**config.mk**
```make
export PLATFORM = sky130hd
export DESIGN_NAME = bin2bcd_seq
export DESIGN_NICKNAME = d
export VERILOG_FILES = /design/src/rtl/bin2bcd_seq.sv
export SDC_FILE = /design/constraint.sdc
export NUM_CORES = 1
export LEC_CHECK = 0
export CAP_MARGIN = 25
export CORE_ASPECT_RATIO = 0.7
export CORE_UTILIZATION = 58
export CTS_CLUSTER_DIAMETER = 40
export DETAILED_ROUTE_END_ITERATION = 8
export MAX_ROUTING_LAYER = met4
export PLACE_DENSITY_LB_ADDON = 0.1
export SETUP_SLACK_MARGIN = 0.3
export SLEW_MARGIN = 20
export SYNTH_ARGS = -nofsm -noshare
export SYNTH_HDL_FRONTEND = slang
export SYNTH_SLANG_ARGS = --single-unit
```
**constraint.sdc**
```tcl
create_clock -name clk -period 5.3 [get_ports clk]
set_clock_uncertainty 0.15 [all_clocks]
set_input_delay 0.53 -clock clk [delete_from_list [all_inputs] [get_ports clk]]
set_output_delay 0.53 -clock clk [all_outputs]
set_load 0.1 [all_outputs]
```
**src/rtl/bin2bcd_seq.sv**
```systemverilog
// Sequential binary-to-BCD converter (double dabble, one input bit per clock)
// with optional signed input, overflow flag and significant-digit count.
module bin2bcd_seq #(
    parameter int unsigned BIN_W  = 32,
    parameter int unsigned DIGITS = 10,
    parameter bit          SIGNED = 1'b0
) (
    input  logic                          clk,
    input  logic                          rst,
    input  logic                          in_valid,
    output logic                          in_ready,
    input  logic [BIN_W-1:0]              in_data,
    output logic                          out_valid,
    input  logic                          out_ready,
    output logic [4*DIGITS-1:0]           out_bcd,
    output logic                          out_neg,
    output logic [$clog2(DIGITS+1)-1:0]   out_ndig,
    output logic                          out_ovf
);

    localparam int unsigned BCD_W  = 4 * DIGITS;
    localparam int unsigned CNT_W  = $clog2(BIN_W + 1);
    localparam int unsigned NDIG_W = $clog2(DIGITS + 1);

    typedef enum logic [1:0] {
        IDLE  = 2'd0,
        SHIFT = 2'd1,
        FIN   = 2'd2,
        HOLD  = 2'd3
    } state_t;

    state_t             state;
    logic [BIN_W-1:0]   mag;
    logic [BCD_W-1:0]   acc;
    logic [BCD_W-1:0]   acc_adj_c;
    logic [CNT_W-1:0]   cnt;
    logic               ovf;
    logic               neg;
    logic [NDIG_W-1:0]  ndig_c;
    logic               in_neg_c;

    assign in_neg_c = SIGNED && in_data[BIN_W-1];

    // Add-3 correction on every digit above 4 before the shift.
    always_comb begin
        acc_adj_c = acc;
        for (int i = 0; i < int'(DIGITS); i++) begin
            if (acc[4*i +: 4] > 4'd4) begin
                acc_adj_c[4*i +: 4] = acc[4*i +: 4] + 4'd3;
            end
        end
    end

    // Significant digits: highest nonzero digit + 1, minimum 1, full width on overflow.
    always_comb begin
        ndig_c = NDIG_W'(1);
        for (int i = 0; i < int'(DIGITS); i++) begin
            if (acc[4*i +: 4] != 4'd0) begin
                ndig_c = NDIG_W'(i + 1);
            end
        end
        if (ovf) begin
            ndig_c = NDIG_W'(DIGITS);
        end
    end

    always_ff @(posedge clk) begin
        if (rst) begin
            state     <= IDLE;
            mag       <= '0;
            acc       <= '0;
            cnt       <= '0;
            ovf       <= 1'b0;
            neg       <= 1'b0;
            in_ready  <= 1'b1;
            out_valid <= 1'b0;
            out_bcd   <= '0;
            out_neg   <= 1'b0;
            out_ndig  <= '0;
            out_ovf   <= 1'b0;
        end else begin
            case (state)
                IDLE: begin
                    if (in_valid) begin
                        // Negation in BIN_W bits keeps -2^(BIN_W-1) exact as unsigned.
                        mag      <= in_neg_c ? (~in_data + BIN_W'(1)) : in_data;
                        neg      <= in_neg_c;
                        acc      <= '0;
                        ovf      <= 1'b0;
                        cnt      <= CNT_W'(BIN_W);
                        in_ready <= 1'b0;
                        state    <= SHIFT;
                    end
                end
                SHIFT: begin
                    acc <= {acc_adj_c[BCD_W-2:0], mag[BIN_W-1]};
                    mag <= {mag[BIN_W-2:0], 1'b0};
                    ovf <= ovf | acc_adj_c[BCD_W-1];
                    cnt <= cnt - CNT_W'(1);
                    if (cnt == CNT_W'(1)) begin
                        state <= FIN;
                    end
                end
                FIN: begin
                    out_bcd   <= acc;
                    out_neg   <= neg;
                    out_ovf   <= ovf;
                    out_ndig  <= ndig_c;
                    out_valid <= 1'b1;
                    state     <= HOLD;
                end
                HOLD: begin
                    if (out_ready) begin
                        out_valid <= 1'b0;
                        in_ready  <= 1'b1;
                        state     <= IDLE;
                    end
                end
                default: begin
                    state <= IDLE;
                end
            endcase
        end
    end

endmodule

```
### After elaboration in Yosys (flattened, before gate mapping)

Cells that the tools add are included.

| cells by class | value |
|---|---|
| $add $sub $neg | 11 |
| $mul | 0 |
| div/mod/pow operators | 0 |
| magnitude comparators | 10 |
| eq/ne operators | 7 |
| shift-type cells | 0 |
| mux-type cells | 36 |
| bitwise gates (word level) | 1 |
| reductions and logical operators | 17 |

Operators with widths:

| cell | number |
|---|---|
| $pmux 40 s2 | 1 |
| $mux 4 | 19 |
| $pmux 32 s2 | 1 |
| $add 4x2->4 const B | 10 |
| $gt 4x3->1 const B | 10 |
| $mux 40 | 1 |
| $reduce_bool 4->1 | 9 |
| $mux 32 | 1 |
| $pmux 6 s2 | 1 |
| $mux 2 | 4 |
| $pmux 2 s4 | 1 |
| $eq 6x1->1 const B | 1 |
| $mux 6 | 1 |
| $ne 2x2->1 const B | 3 |
| $pmux 1 s2 | 3 |
| $reduce_and 3->1 | 2 |
| $reduce_bool 2->1 | 3 |
| $sub 6x1->6 const B | 1 |
| $eq 2x2->1 const B | 2 |
| $reduce_and 2->1 | 2 |
| $mux 1 | 3 |
| $eq 2x1->1 const B | 1 |
| $logic_not 2->1 | 1 |
| $or 1x1->1 | 1 |

| storage, ports and cells | value |
|---|---|
| register bits after elaboration | 128 |
| latch bits | 0 |
| bits in writable memories | 0 |
| ROM bits | 0 |
| input bits | 36 |
| output and inout port bits | 48 |
| logic and storage cells | 92 |
| memories kept | 0 |

### Logic depth before layout (Yosys ltp)

| depth | value |
|---|---|
| depth after elaboration | 11 |
| depth in mapped cells | 8 |
| depth with buffers taken out | 6 |

### Worst setup path after synthesis

Ideal clock, no wire load.

| timing | value |
|---|---|
| path type | register to register |
| from | reg state[1] |
| to | reg cnt[0] |
| library setup time | 0.071 ns |
| arrival time | 1.576 ns |
| required time | 5.079 ns |
| setup slack | 3.503 ns |
| stages on the path, launching flop included | 8 |
| buffers on the path | 2 |
| clock period less this slack | 1.797 ns |
| cell sequence | dfxtp_1 inv_1 ha_1 buf_2 mux2i_1 clkbuf_1 nand2_1 a21oi_1 |

| between the ends | value |
|---|---|
| longest elaborated chain between the ends | 3 |
| elaborated cells on any way between the ends | 6 |
| classes of those cells | eq/ne: 2; mux: 1; reduce/logical: 3 |

Ends and longest elaborated chain:

| item | RTL line | text |
|---|---|---|
| from (decl) | 32 | `state_t state;` |
| from (signal assigned) | 69 | `state <= IDLE;` |
| from (signal assigned) | 92 | `state <= SHIFT;` |
| from (signal assigned) | 101 | `state <= FIN;` |
| $eq 2x1->1 or $logic_not 2->1 (tied branches) | 82 | `case (state)` |
| $reduce_bool 2->1 (no source line) or $ne 2x2->1 (tied branches) | -- |  |
| $reduce_and 2->1 (no source line) | -- |  |
| to (signal assigned) | 90 | `cnt <= CNT_W'(BIN_W);` |
| to (signal assigned) | 99 | `cnt <= cnt - CNT_W'(1);` |
| to (decl) | 36 | `logic [CNT_W-1:0] cnt;` |

Several ways; a longest one is shown, not always the timed one.
A chain may end at the register's enable or synchronous reset.

### Final worst setup path

| timing | value |
|---|---|
| from | reg state[0] |
| to | reg acc[18] |

| between the ends | value |
|---|---|
| longest elaborated chain between the ends | 3 |
| elaborated cells on any way between the ends | 6 |
| classes of those cells | eq/ne: 2; mux: 1; reduce/logical: 3 |

Ends and longest elaborated chain:

| item | RTL line | text |
|---|---|---|
| $eq 2x1->1 or $logic_not 2->1 (tied branches) | 82 |  |
| $reduce_bool 2->1 (no source line) or $ne 2x2->1 (tied branches) | -- |  |
| $reduce_and 2->1 (no source line) | -- |  |
| to (signal assigned) | 96 | `acc <= {acc_adj_c[BCD_W-2:0], mag[BIN_W-1]};` |
| to (decl) | 34 | `logic [BCD_W-1:0] acc;` |

Several ways; a longest one is shown, not always the timed one.

==> impl_metrics.csv <==
group,metric,value,unit
cells_and_area,area_growth_syn_to_layout,22.8,%
grt,grt-busiest-layer,"met2",
die,die-area,10300,µm²
cts,htree_num_levels,4,
synthesis,synth.top_cell.area_share,0.446,
sta,clock.fmax,0.384,GHz
cts,ctsHoldBuffers,0,
synthesis,synth-simple-area-share,0.196,
power_and_ir_drop,totalPowerFinal,3.10,mW
power_and_ir_drop,power_density,440,nW/µm²
synthesis,synth-adder-area-share,0.0370,
sta,final_hold_viol_count,0,
die,row_count,29,
power_and_ir_drop,p_comb_frac,0.292,
cts,post_cts_buffers,0,
job,drv_cap,0,
critical_path,crit_arrival,2.78,ns
cts,clockBufferDepth,2,
cts,clk_transition_reported_paths,0.05,ns
die,die_y,85.3,µm
grt,met1_usage,0.326,
grt,grt_pass1_vias,4649,
die,start_util,0.616,
grt,grt_pass1_wl,21.3,mm
grt,grt_max_degree,72,
hold_path,hp-class,"reg -> reg",
cts,cts_tree,"built",
synthesis,syn_area_per_cell,8.66,µm²
synthesis,post_synth_inst_count,663,
synthesis,synth_top_family_by_area,"simple AND/OR/NAND/NOR gates",
critical_path,r2r_setup_slack,2.70,ns
die,core_region_area,9330,µm²
sta,slew_viol_final,0,
sta,finalCriticalPeriod,2.60,ns
die,io_pins,84,
critical_path,reg2regPathDepth,6,
sta,setup-tns-final,0,ns
sta,tightestPinTransition,0.984,ns
critical_path,endpoint,"acc[18]",
grt,met3_usage,0.0632,
critical_path,cp-start-kind,"flop",
power_and_ir_drop,clockPowerShare,0.326,
synthesis,synth_compound_area_frac,0.160,
cts,root_buffer,"clkbuf_16",
grt,antenna_found_initial,0,
cts,cts_resized,0,
power_and_ir_drop,p_sw_frac,0.338,
synthesis,synth_xor_area_frac,0.00610,
drt,wirelength,12.7,mm
synthesis,syn-cell-area,5740,µm²
drt,ant_nets,0,
sta,setup_violations,0,
cells_and_area,seq_area,2560,µm²
critical_path,worstPathMaxFanout,32,
power_and_ir_drop,p_sw,1.05,mW
placement,gp_congestion,0.727,
critical_path,cp.required,5.48,ns
power_and_ir_drop,seqPwrFrac,0.382,
cells_and_area,multi_input_area,2890,µm²
critical_path,crit_path_start,"state[0]",
die,fp.dieW,121,µm
critical_path,r2r_end,"acc[18]",
cts,clkSinkCount,128,
synthesis,synthMuxAreaShare,0.100,
synthesis,syn-num-nets,716,
synthesis,ys_ff_latch,128,
synthesis,synth_flop_cell,"dfxtp_1",
placement,port_buffers,82,
cells_and_area,nFillCells,694,
synthesis,yosysSeqAreaShare,0.446,
synthesis,synthArstFlopShare,0,
drt,vias,4883,
grt,gr-usage-met2,0.428,
cells_and_area,finalNetCount,770,
drt,via_per_inst,5.75,
cells_and_area,antenna_cells,0,
drt,wl_per_cell,15.0,µm
cts,insertion_delay,0.40,ns
cts,cts_buffers,17,
power_and_ir_drop,p_leak,2.57,nW
synthesis,netlist-cell-type-count,47,
grt,overflow,0,
sta,rsz0062_at_grt,"false",
power_and_ir_drop,intPower,2.05,mW
grt,grt_usage,0.265,
synthesis,synth.area.top_cells,"dfxtp_1 45%, mux2i_1 7.8%, nor2_1 7.4%",
status,status,"complete, no violations",
cells_and_area,layout-drive-gt1-share,0.0676,
critical_path,worstReg2RegStart,"state[0]",
synthesis,synth_edf_count,0,
drt,drc,0,
critical_path,critPathCaptureType,"flop",
critical_path,path_class,"reg -> reg",
synthesis,yosysWarningCount,0,
sta,period_share,0.491,
drt,dr.pass1.iters,6,
synthesis,synth_top_cell_by_area,"dfxtp_1",
power_and_ir_drop,vdd_drop_max,0.000309,V
drt,drtIter0Drc,304,
placement,hpwl,7.75,mm
sta,max-slew-margin-rel,0.342,
## cell usage in the layout, fill, tap and decap left out, drive strengths merged, types with 17 or more instances in the layout
master         count
inv               27
mux2i             45
clkbuf            26
o21ai             41
ha                17
dfxtp            128
a21oi             28
nor3              34
nand2             27
nor2             114
clkdlybuf4s50     81
o22ai             30
## metrics by stage
step           cells  setup slack (ns)   util  cell area [µm²]  hold slack [ns]
2_1_floorplan    663              3.50      -             5740            0.316
3_3_place_gp     822              2.12  0.702             6550            0.320
3_5_place_dp     822              1.97  0.702             6550            0.330
4_1_cts          849              2.28  0.756             7050            0.341
5_1_grt          849              2.48  0.756             7050            0.361
6_report         849              2.70  0.756             7050            0.339
## registers in the layout, indices dropped and copies added, names as in the netlist, 2 cells and up
register / flops
state: 2
cnt: 6
out_ndig: 4
out_bcd: 40
acc: 40
mag: 32
## metal layers
metal	share of wire	vias up
met5	0	-
met4	0.011	0
met3	0.038	14
met2	0.47	108
met1	0.48	2310
li1	-	2451
## critical path, cell delays in order (launching register included)
cell      delay, ns
dfxtp_1        0.39
inv_1          0.09
ha_1           0.30
nand2b_1       0.44
and2_2         0.65
o311ai_0       0.29
a21oi_1        0.21
## worst min-delay path by stage
stage / to / start / slack (ns) / cells after the start
floorplan: mag[0] / mag[0] / 0.32 / 2
global placement: out_bcd[8] / out_bcd[8] / 0.32 / 2
detailed placement: mag[16] / mag[16] / 0.33 / 2
CTS: mag[13] / mag[13] / 0.34 / 2
global route: mag[19] / mag[19] / 0.36 / 2
finish: mag[13] / mag[13] / 0.34 / 2
## cell families after synthesis
kind of cell	Yosys count
mux	56
buf+inv	77
flops	128
other cells	1
xor+xnor	4
compound gates	144
fa+ha+maj	17
simple gates	236
## cells in the mapped netlist (2+ instances only)
cell        n
dfxtp_1   128
nor2_1    114
mux2i_1    45
o21ai_0    40
nor3_1     34
clkbuf_1   30
o22ai_1    30
a21oi_1    27
inv_1      27
nand2_1    27
ha_1       17
nor3b_1    14
a22oi_1    12
a32oi_1    12
mux2_2     11
or3_1      11
nor2b_1    10
o311ai_0   10
buf_1       9
buf_2       9
and3_1      8
nand2b_1    6
nor4_1      3
a211oi_1    2
o21bai_1    2
or3b_2      2
xnor2_1     2
xor2_1      2
## area by class of cell
type                            instances  share of cell area
Multi-Input combinational cell        458               0.410
Sequential cell                       128               0.363
Timing Repair Buffer                   85               0.119
Clock buffer                           26              0.0708
Tap cell                              124              0.0220
Inverter                               27              0.0144
Clock inverter                          1            0.000710
## power by group through the flow
stage | clock network (mW) | logic [mW] | registers (mW)
detailed placement | 0 | 0.888 | 1.20
global placement | 0 | 0.864 | 1.19
floorplan | 0 | 0.619 | 1.28
CTS | 1.02 | 0.905 | 1.18
finish | 1.01 | 0.906 | 1.19
global route | 1.06 | 0.989 | 1.20
No activity file was read; power rests on OpenSTA's default activity.
